<file path="src/rtl/ifq_pkg.sv">
// rtl/ifq_pkg.sv - shared constants and entry type for the instruction fetch queue
package ifq_pkg;

  localparam int IFQ_DEPTH  = 8;
  localparam int IFQ_ADDR_W = 32;
  localparam int IFQ_PTR_W  = $clog2(IFQ_DEPTH);
  localparam int IFQ_CNT_W  = IFQ_PTR_W + 1;

  localparam logic [31:0] NOP_INST = 32'h0000_0013;

  typedef struct packed {
    logic [31:0]           inst;
    logic [IFQ_ADDR_W-1:0] addr;
  } ifq_entry_t;

endpackage

</file>
<file path="src/rtl/ifq_storage.sv">
// rtl/ifq_storage.sv - entry array with two consecutive write ports and two read ports
module ifq_storage #(
  parameter int DEPTH = 8,
  parameter int W     = 64
) (
  input  logic                     clk,
  input  logic                     we0,
  input  logic                     we1,
  input  logic [$clog2(DEPTH)-1:0] wr_idx0,
  input  logic [$clog2(DEPTH)-1:0] wr_idx1,
  input  logic [W-1:0]             wr_data0,
  input  logic [W-1:0]             wr_data1,
  input  logic [$clog2(DEPTH)-1:0] rd_idx0,
  input  logic [$clog2(DEPTH)-1:0] rd_idx1,
  output logic [W-1:0]             rd_data0,
  output logic [W-1:0]             rd_data1
);

  logic [W-1:0] mem [DEPTH];

  // Contents need no reset: the top gates every read with its valid count.
  always_ff @(posedge clk) begin
    if (we0) mem[wr_idx0] <= wr_data0;
    if (we1) mem[wr_idx1] <= wr_data1;
  end

  assign rd_data0 = mem[rd_idx0];
  assign rd_data1 = mem[rd_idx1];

endmodule

</file>
<file path="src/rtl/ifq_fetch_queue.sv">
// rtl/ifq_fetch_queue.sv - dual-issue instruction fetch queue; IFQ_BYPASS_EN enables empty-queue bypass
module ifq_fetch_queue
  import ifq_pkg::*;
#(
  parameter int DEPTH  = IFQ_DEPTH,
  parameter int ADDR_W = IFQ_ADDR_W
) (
  input  logic              clk,
  input  logic              rst,
  input  logic              flush_i,
  input  logic              fetchValid_i,
  output logic              fetchReady_o,
  input  logic [ADDR_W-1:0] fetchAddr_i,
  input  logic [63:0]       fetchData_i,
  output logic              way0Valid_o,
  output logic [31:0]       way0Inst_o,
  output logic [ADDR_W-1:0] way0Addr_o,
  output logic              way1Valid_o,
  output logic [31:0]       way1Inst_o,
  output logic [ADDR_W-1:0] way1Addr_o,
  input  logic [1:0]        issueCount_i
);

  localparam int PTR_W = $clog2(DEPTH);
  localparam int CNT_W = PTR_W + 1;
  localparam int EW    = 32 + ADDR_W;

  logic [PTR_W-1:0] rd_ptr, wr_ptr;
  logic [CNT_W-1:0] count;
  logic             enq, single, bypass;
  logic [1:0]       n_in, avail, deq;
  logic [EW-1:0]    in0, in1, st0, st1, e0, e1;

  assign fetchReady_o = (count <= CNT_W'(DEPTH - 2));
  assign enq          = fetchValid_i & fetchReady_o & ~flush_i;
  assign single       = fetchAddr_i[2];
  assign n_in         = single ? 2'd1 : 2'd2;

  // An upper-slot packet carries only its high word, at the packet PC itself.
  assign in0 = single ? {fetchData_i[63:32], fetchAddr_i} : {fetchData_i[31:0], fetchAddr_i};
  assign in1 = {fetchData_i[63:32], fetchAddr_i + ADDR_W'(4)};

`ifdef IFQ_BYPASS_EN
  assign bypass = enq & (count == '0);
`else
  assign bypass = 1'b0;
`endif

  // Issue beyond the visible ways saturates; a flush cancels it outright.
  assign avail = bypass ? n_in : ((count > CNT_W'(1)) ? 2'd2 : count[1:0]);
  assign deq   = flush_i ? 2'd0 : ((issueCount_i > avail) ? avail : issueCount_i);

  always_ff @(posedge clk or posedge rst) begin
    if (rst) begin
      rd_ptr <= '0;
      wr_ptr <= '0;
      count  <= '0;
    end else if (flush_i) begin
      rd_ptr <= '0;
      wr_ptr <= '0;
      count  <= '0;
    end else begin
      wr_ptr <= wr_ptr + (enq ? PTR_W'(n_in) : '0);
      rd_ptr <= rd_ptr + PTR_W'(deq);
      count  <= count + (enq ? CNT_W'(n_in) : '0) - CNT_W'(deq);
    end
  end

  ifq_storage #(.DEPTH(DEPTH), .W(EW)) u_storage (
    .clk      (clk),
    .we0      (enq),
    .we1      (enq & ~single),
    .wr_idx0  (wr_ptr),
    .wr_idx1  (wr_ptr + PTR_W'(1)),
    .wr_data0 (in0),
    .wr_data1 (in1),
    .rd_idx0  (rd_ptr),
    .rd_idx1  (rd_ptr + PTR_W'(1)),
    .rd_data0 (st0),
    .rd_data1 (st1)
  );

  assign e0 = bypass ? in0 : st0;
  assign e1 = bypass ? in1 : st1;

  always_comb begin
    way0Valid_o = bypass | (count != '0);
    way1Valid_o = bypass ? ~single : (count > CNT_W'(1));
    way0Inst_o  = way0Valid_o ? e0[EW-1:ADDR_W] : NOP_INST;
    way0Addr_o  = way0Valid_o ? e0[ADDR_W-1:0] : '0;
    way1Inst_o  = way1Valid_o ? e1[EW-1:ADDR_W] : NOP_INST;
    way1Addr_o  = way1Valid_o ? e1[ADDR_W-1:0] : '0;
  end

endmodule

</file>
<file path="config.mk">
export PLATFORM = sky130hd
export DESIGN_NAME = ifq_fetch_queue
export DESIGN_NICKNAME = d
export VERILOG_FILES = /design/src/rtl/ifq_pkg.sv /design/src/rtl/ifq_storage.sv /design/src/rtl/ifq_fetch_queue.sv
export SDC_FILE = /design/constraint.sdc
export NUM_CORES = 1
export LEC_CHECK = 0
export BUFFER_PORTS_ARGS = -buffer_cell sky130_fd_sc_hd__buf_2
export CAP_MARGIN = 10
export CORE_ASPECT_RATIO = 1.2
export CORE_MARGIN = 5
export CORE_UTILIZATION = 35
export CTS_CLUSTER_DIAMETER = 50
export DETAILED_ROUTE_END_ITERATION = 6
export PLACE_DENSITY = 0.56
export SLEW_MARGIN = 20
export SYNTH_ARGS = -nofsm -noshare
export SYNTH_HDL_FRONTEND = slang
export SYNTH_HIERARCHICAL = 1
export SYNTH_SLANG_ARGS = --single-unit
</file>
<file path="constraint.sdc">
create_clock -name clk -period 7 [get_ports clk]
set_input_delay 1.05 -clock clk [delete_from_list [all_inputs] [get_ports clk]]
set_output_delay 1.05 -clock clk [all_outputs]
set_load 0.01 [all_outputs]
</file>
Word level (Yosys, flattened, before mapping)
Memories as Yosys holds them, arrays and structs flattened. Index checks and enable logic that the tools add are counted.

Bits in writable memories: 512. Bits of input ports: 102. Memories: 1. Output and inout port bits: 131. Bits in registers: 10.

Memory list: u_storage.mem (depth 8, bits a word 64, rd ports 2, clocked after Yosys merged registers in 0, write ports 2, line ifq_storage.sv:19) `logic [W-1:0] mem [DEPTH];`.

Reduce and logical (&&, ||, !) cells: 1. $lt $le $gt $ge: 3. Muxes and demuxes: 18. Add/sub/neg operators: 7. Bitwise logic cells: 5.

Operator list (number): $mux W32 (4); $mux W64 (1); $add A32 B3 Y32 const B (1); $mux W2 (6); $add A3 B1 Y3 const B (2); $add A3 B2 Y3 (2); $mux W3 (2); $add A4 B2 Y4 (1); $gt A4 B1 Y1 const B (1); $le A4 B3 Y1 const B (1); $mux W1 (4); $mux W4 (1); $reduce_bool A4 Y1 (1); $sub A4 B2 Y4 (1); $and A1 B1 Y1 (3); $gt A2 B2 Y1 (1); $not A1 Y1 (2).

Depth between registers and ports, before layout
Depth after elaboration: 7. Gate-level depth with buffers: 18. Depth with buffers taken out: 17.

By module
Netlist, hierarchy kept.

By module, submodules not included: ifq_storage (sequential area each 15374.7 um^2, area each 29309.4 um^2, cells an instance 1557, instances 1); ifq_fetch_queue (sequential area each 250.2 um^2, area each 2578.7 um^2, cells an instance 339, instances 1).

Worst setup path before layout
OpenSTA, ideal clock, no wires.

Kind: input-to-reg. Start: input flush_i. End: memory u_storage.mem[5][0] (enable). Required time: 6426 ps. Cell stages on the path: 4. Data arrival time: 6083 ps. Setup slack: 342 ps. Path buffers: 1. Cell sequence: and3b_1 -> clkbuf_1 -> nand2b_1 -> o21ai_0.

RTL lines: start: declaration (line ifq_fetch_queue.sv:10) `input logic flush_i,`; end: declaration (line ifq_storage.sv:19).

Worst setup path after layout
Start: register rd_ptr[0]. End: output way1Inst_o[0].

Cells in the longest elaborated chain, start to end: 3.

Ends and longest elaborated chain: start: declaration (line ifq_fetch_queue.sv:28) `logic [PTR_W-1:0] rd_ptr, wr_ptr;`; start signal: assignment (line ifq_fetch_queue.sv:64) `rd_ptr <= rd_ptr + PTR_W'(deq);`; $add A3 B1 Y3 (line ifq_fetch_queue.sv:78) `.rd_idx1 (rd_ptr + PTR_W'(1)),`; $mem_v2 Z8 W64; net e1[32] (line ifq_fetch_queue.sv:32) `logic [EW-1:0] in0, in1, st0, st1, e0, e1;`; $mux W32 (line ifq_fetch_queue.sv:91) `way1Inst_o = way1Valid_o ? e1[EW-1:ADDR_W] : NOP_INST;`; end: declaration (line ifq_fetch_queue.sv:19) `output logic [31:0] way1Inst_o,`.

The timed path passes the listed nets, and every way through them passes these cells.

==> results.json <==
{
  "r2r_setup_slack_ps": 2860,
  "core_area_mm2": 0.0905,
  "grtUsageTotal_pct": 20.0,
  "antenna_found_initial": 11,
  "synthCells": 1896,
  "max-vdd-ir-drop_uv": 273,
  "whs_ps": 436,
  "cts_setup_buffers": 0,
  "synth_edf_count": 512,
  "place_inst": 3193,
  "h-tree-depth": 3,
  "grt_first_pass_wirelength_mm": 145,
  "tns_ps": 0,
  "grt_max_degree": 77,
  "clk_latency_ps": 610,
  "dieArea_mm2": 0.0973,
  "floorplan.initialDensity_pct": 35.2,
  "slew_viol_final": 0,
  "drt-met1-wl_mm": 38.7,
  "worst_slack_ps": 1950,
  "cp-start-kind": "flop",
  "finalHoldViolCount": 0,
  "reg2reg_depth": 9,
  "cts_made_buffers": 70,
  "totalWireLength_mm": 98.9,
  "reg2reg_from": "count[3]",
  "dpl_worst_slack_ps": 2430,
  "die_height_um": 341,
  "yosysSeqAreaShare_pct": 49.0,
  "grt_remaining_overflow": 0,
  "grt_setup_unrepaired": "no",
  "die_w_um": 286,
  "slew_headroom_pct": 27.5,
  "fmax_mhz": 198,
  "endpoint_kind": "primary output",
  "grt_pass1_vias": 21100,
  "required_ps": 5950,
  "layout_common_cells": "672 x mux2_2, 512 x edfxtp_1, 256 x mux4_2",
  "finClkSkew_ps": 25.7,
  "postCtsResizedCells": 0,
  "wl_met2_mm": 53.2,
  "leakagePower_nw": 12.0,
  "io_pins": 233,
  "worstSetupPathType": "flop to primary output",
  "r2r_end": "u_storage/mem[2][39]",
  "clkSlewWorstSetupHoldPaths_ps": 50,
  "num_rows": 121,
  "yosysWarnings": 6,
  "dpl.hpwl_mm": 57.9,
  "port_buffers": 232,
  "power_density_mw_per_mm2": 315,
  "worst_slew_pin_slew_ps": 1090,
  "holdBufCountCts": 0,
  "cts_sinks": 522,
  "period_minus_slack_ps": 5050,
  "async_flop_share_pct": 1.92,
  "vias": 19000,
  "syn_avg_cell_area_um2": 16.8,
  "globalplace.congestion": 0.737,
  "cts_tree": "yes",
  "setup_viol": 0,
  "synth_top_flop_cell": "edfxtp_1",
  "ant_nets": 0,
  "highest_layer": "met5",
  "p_total_w": 0.0115,
  "wl_per_cell_um": 29.8,
  "multi_input_area_mm2": 0.0155,
  "seq_area_mm2": 0.0156,
  "hp-class": "input pin to async pin",
  "maxCapViolations": 0,
  "dr.pass1.iters": 5,
  "fillers": 8386,
  "ys_seq_elements": 522,
  "final_cells": 3325,
  "wl_met3_mm": 5.01,
  "syn-num-nets": 2016,
  "drtIter0Drc": 1463,
  "crit_slowest_cell": "xor2_4",
  "root_buffer": "clkbuf_16",
  "area_growth_pct": 14.5,
  "drive_gt1_share_pct": 62.5,
  "arrival_ps": 4000,
  "clockBufferDepth": 3,
  "post-route-drc-count": 0,
  "syn_area_mm2": 0.0319,
  "final_common_cell": "mux2_2",
  "status": "complete, no violations",
  "crit_chain": "ha_4, xor2_4, buf_12, mux4_2, mux2_2, or2_2, buf_2",
  "cp_max_fo": 50,
  "viasPerCell": 5.70,
  "post-route-period-util_pct": 72.1,
  "cpPeakStageDelay_ps": 810,
  "synth_cell_types": 42,
  "nNetsFinal": 2217
}
power breakdown:
part	switching, W	internal [W]
sequential	0.000110	0.00359
clock	0.00143	0.00221
combinational	0.00222	0.00195
cell type report:
| cell class | count | share of cell area (%) |
|---|---|---|
| clock inverters | 49 | 1.50 |
| flip-flops and latches | 522 | 42.8 |
| clock buffers | 78 | 4.94 |
| multi-input cells | 1208 | 42.3 |
| well taps | 1168 | 4.00 |
| diodes | 5 | 0.0343 |
| repair buffers | 275 | 4.14 |
| inverters | 20 | 0.230 |
cells in the mapped netlist, types with 2 or more instances:
master / count / area share, %
xnor2_1: 25 / 0.69
mux4_2: 256 / 18
dfrtp_1: 10 / 0.78
ha_1: 14 / 0.55
or2_2: 6 / 0.12
nor4_4: 2 / 0.13
and3_1: 2 / 0.039
buf_2: 45 / 0.71
nor2b_1: 127 / 2.5
nand4_1: 13 / 0.26
and2_1: 3 / 0.059
and4bb_2: 3 / 0.12
inv_2: 2 / 0.024
edfxtp_1: 512 / 48
o21ai_0: 4 / 0.063
fa_1: 4 / 0.25
buf_1: 24 / 0.28
xor2_1: 9 / 0.25
buf_4: 25 / 0.59
buf_6: 23 / 0.81
o21bai_1: 2 / 0.047
inv_1: 18 / 0.21
nand2_1: 16 / 0.19
nand3_1: 13 / 0.20
clkbuf_1: 29 / 0.34
a31o_2: 2 / 0.055
mux2i_1: 2 / 0.063
nand2b_1: 4 / 0.078
nor2_1: 15 / 0.18
nand4b_1: 3 / 0.082
mux2_2: 672 / 24
kinds of logic (layout without fill, tap and decap cells):
kind of cell | Yosys count | after routing | share of synthesized area (%)
DFF | 522 | 522 | 49.0
other | 0 | 5 | 0
adders and majority gates | 18 | 18 | 0.800
buffers and inverters | 166 | 422 | 2.97
AOI/OAI and AO/OA | 11 | 11 | 0.224
muxes | 930 | 930 | 41.9
xor gates and xnor gates | 34 | 34 | 0.934
and+or+nand+nor | 215 | 215 | 4.20
per-layer routing:
layer / up-vias / GRT usage (%)
li1: 8151 / -
met1: 10100 / 24.3
met2: 537 / 37.0
met3: 124 / 3.09
met4: 4 / 4.80
met5: - / 0
worst max-delay path by stage:
stage	start	endpoint	slack [ps]	cells past startpoint
after global routing	rd_ptr[0]	way0Addr_o[14]	1670	6
after CTS	rd_ptr[0]	way0Addr_o[3]	1800	6
final	rd_ptr[0]	way1Inst_o[0]	1950	7
after detailed placement	flush_i	u_storage/mem[2][38]	2430	6
after floorplan	flush_i	u_storage/mem[5][0]	340	4
after global placement	rd_ptr[0]	way0Addr_o[27]	2410	6
registers in the layout, indices dropped and copies added (netlist names):
signal / flops
count: 4
rd_ptr: 3
wr_ptr: 3
u_storage/mem: 512
through the flow:
stage / cell area [um2] / util (%)
4_1_cts: 36500 / 40.3
5_1_grt: 36500 / 40.3
6_report: 36500 / 40.3
2_1_floorplan: 31900 / -
3_3_place_gp: 34200 / 37.7
3_5_place_dp: 34200 / 37.7
critical path, delay by kind of cell (launching register included):
kind          cells  cell delay, ps
xor+xnor          1             810
flops             1             780
mux               2             680
buf+inv           2             570
simple gates      1             310
fa+ha+maj         1             250
(Power assumes the default switching activity.)
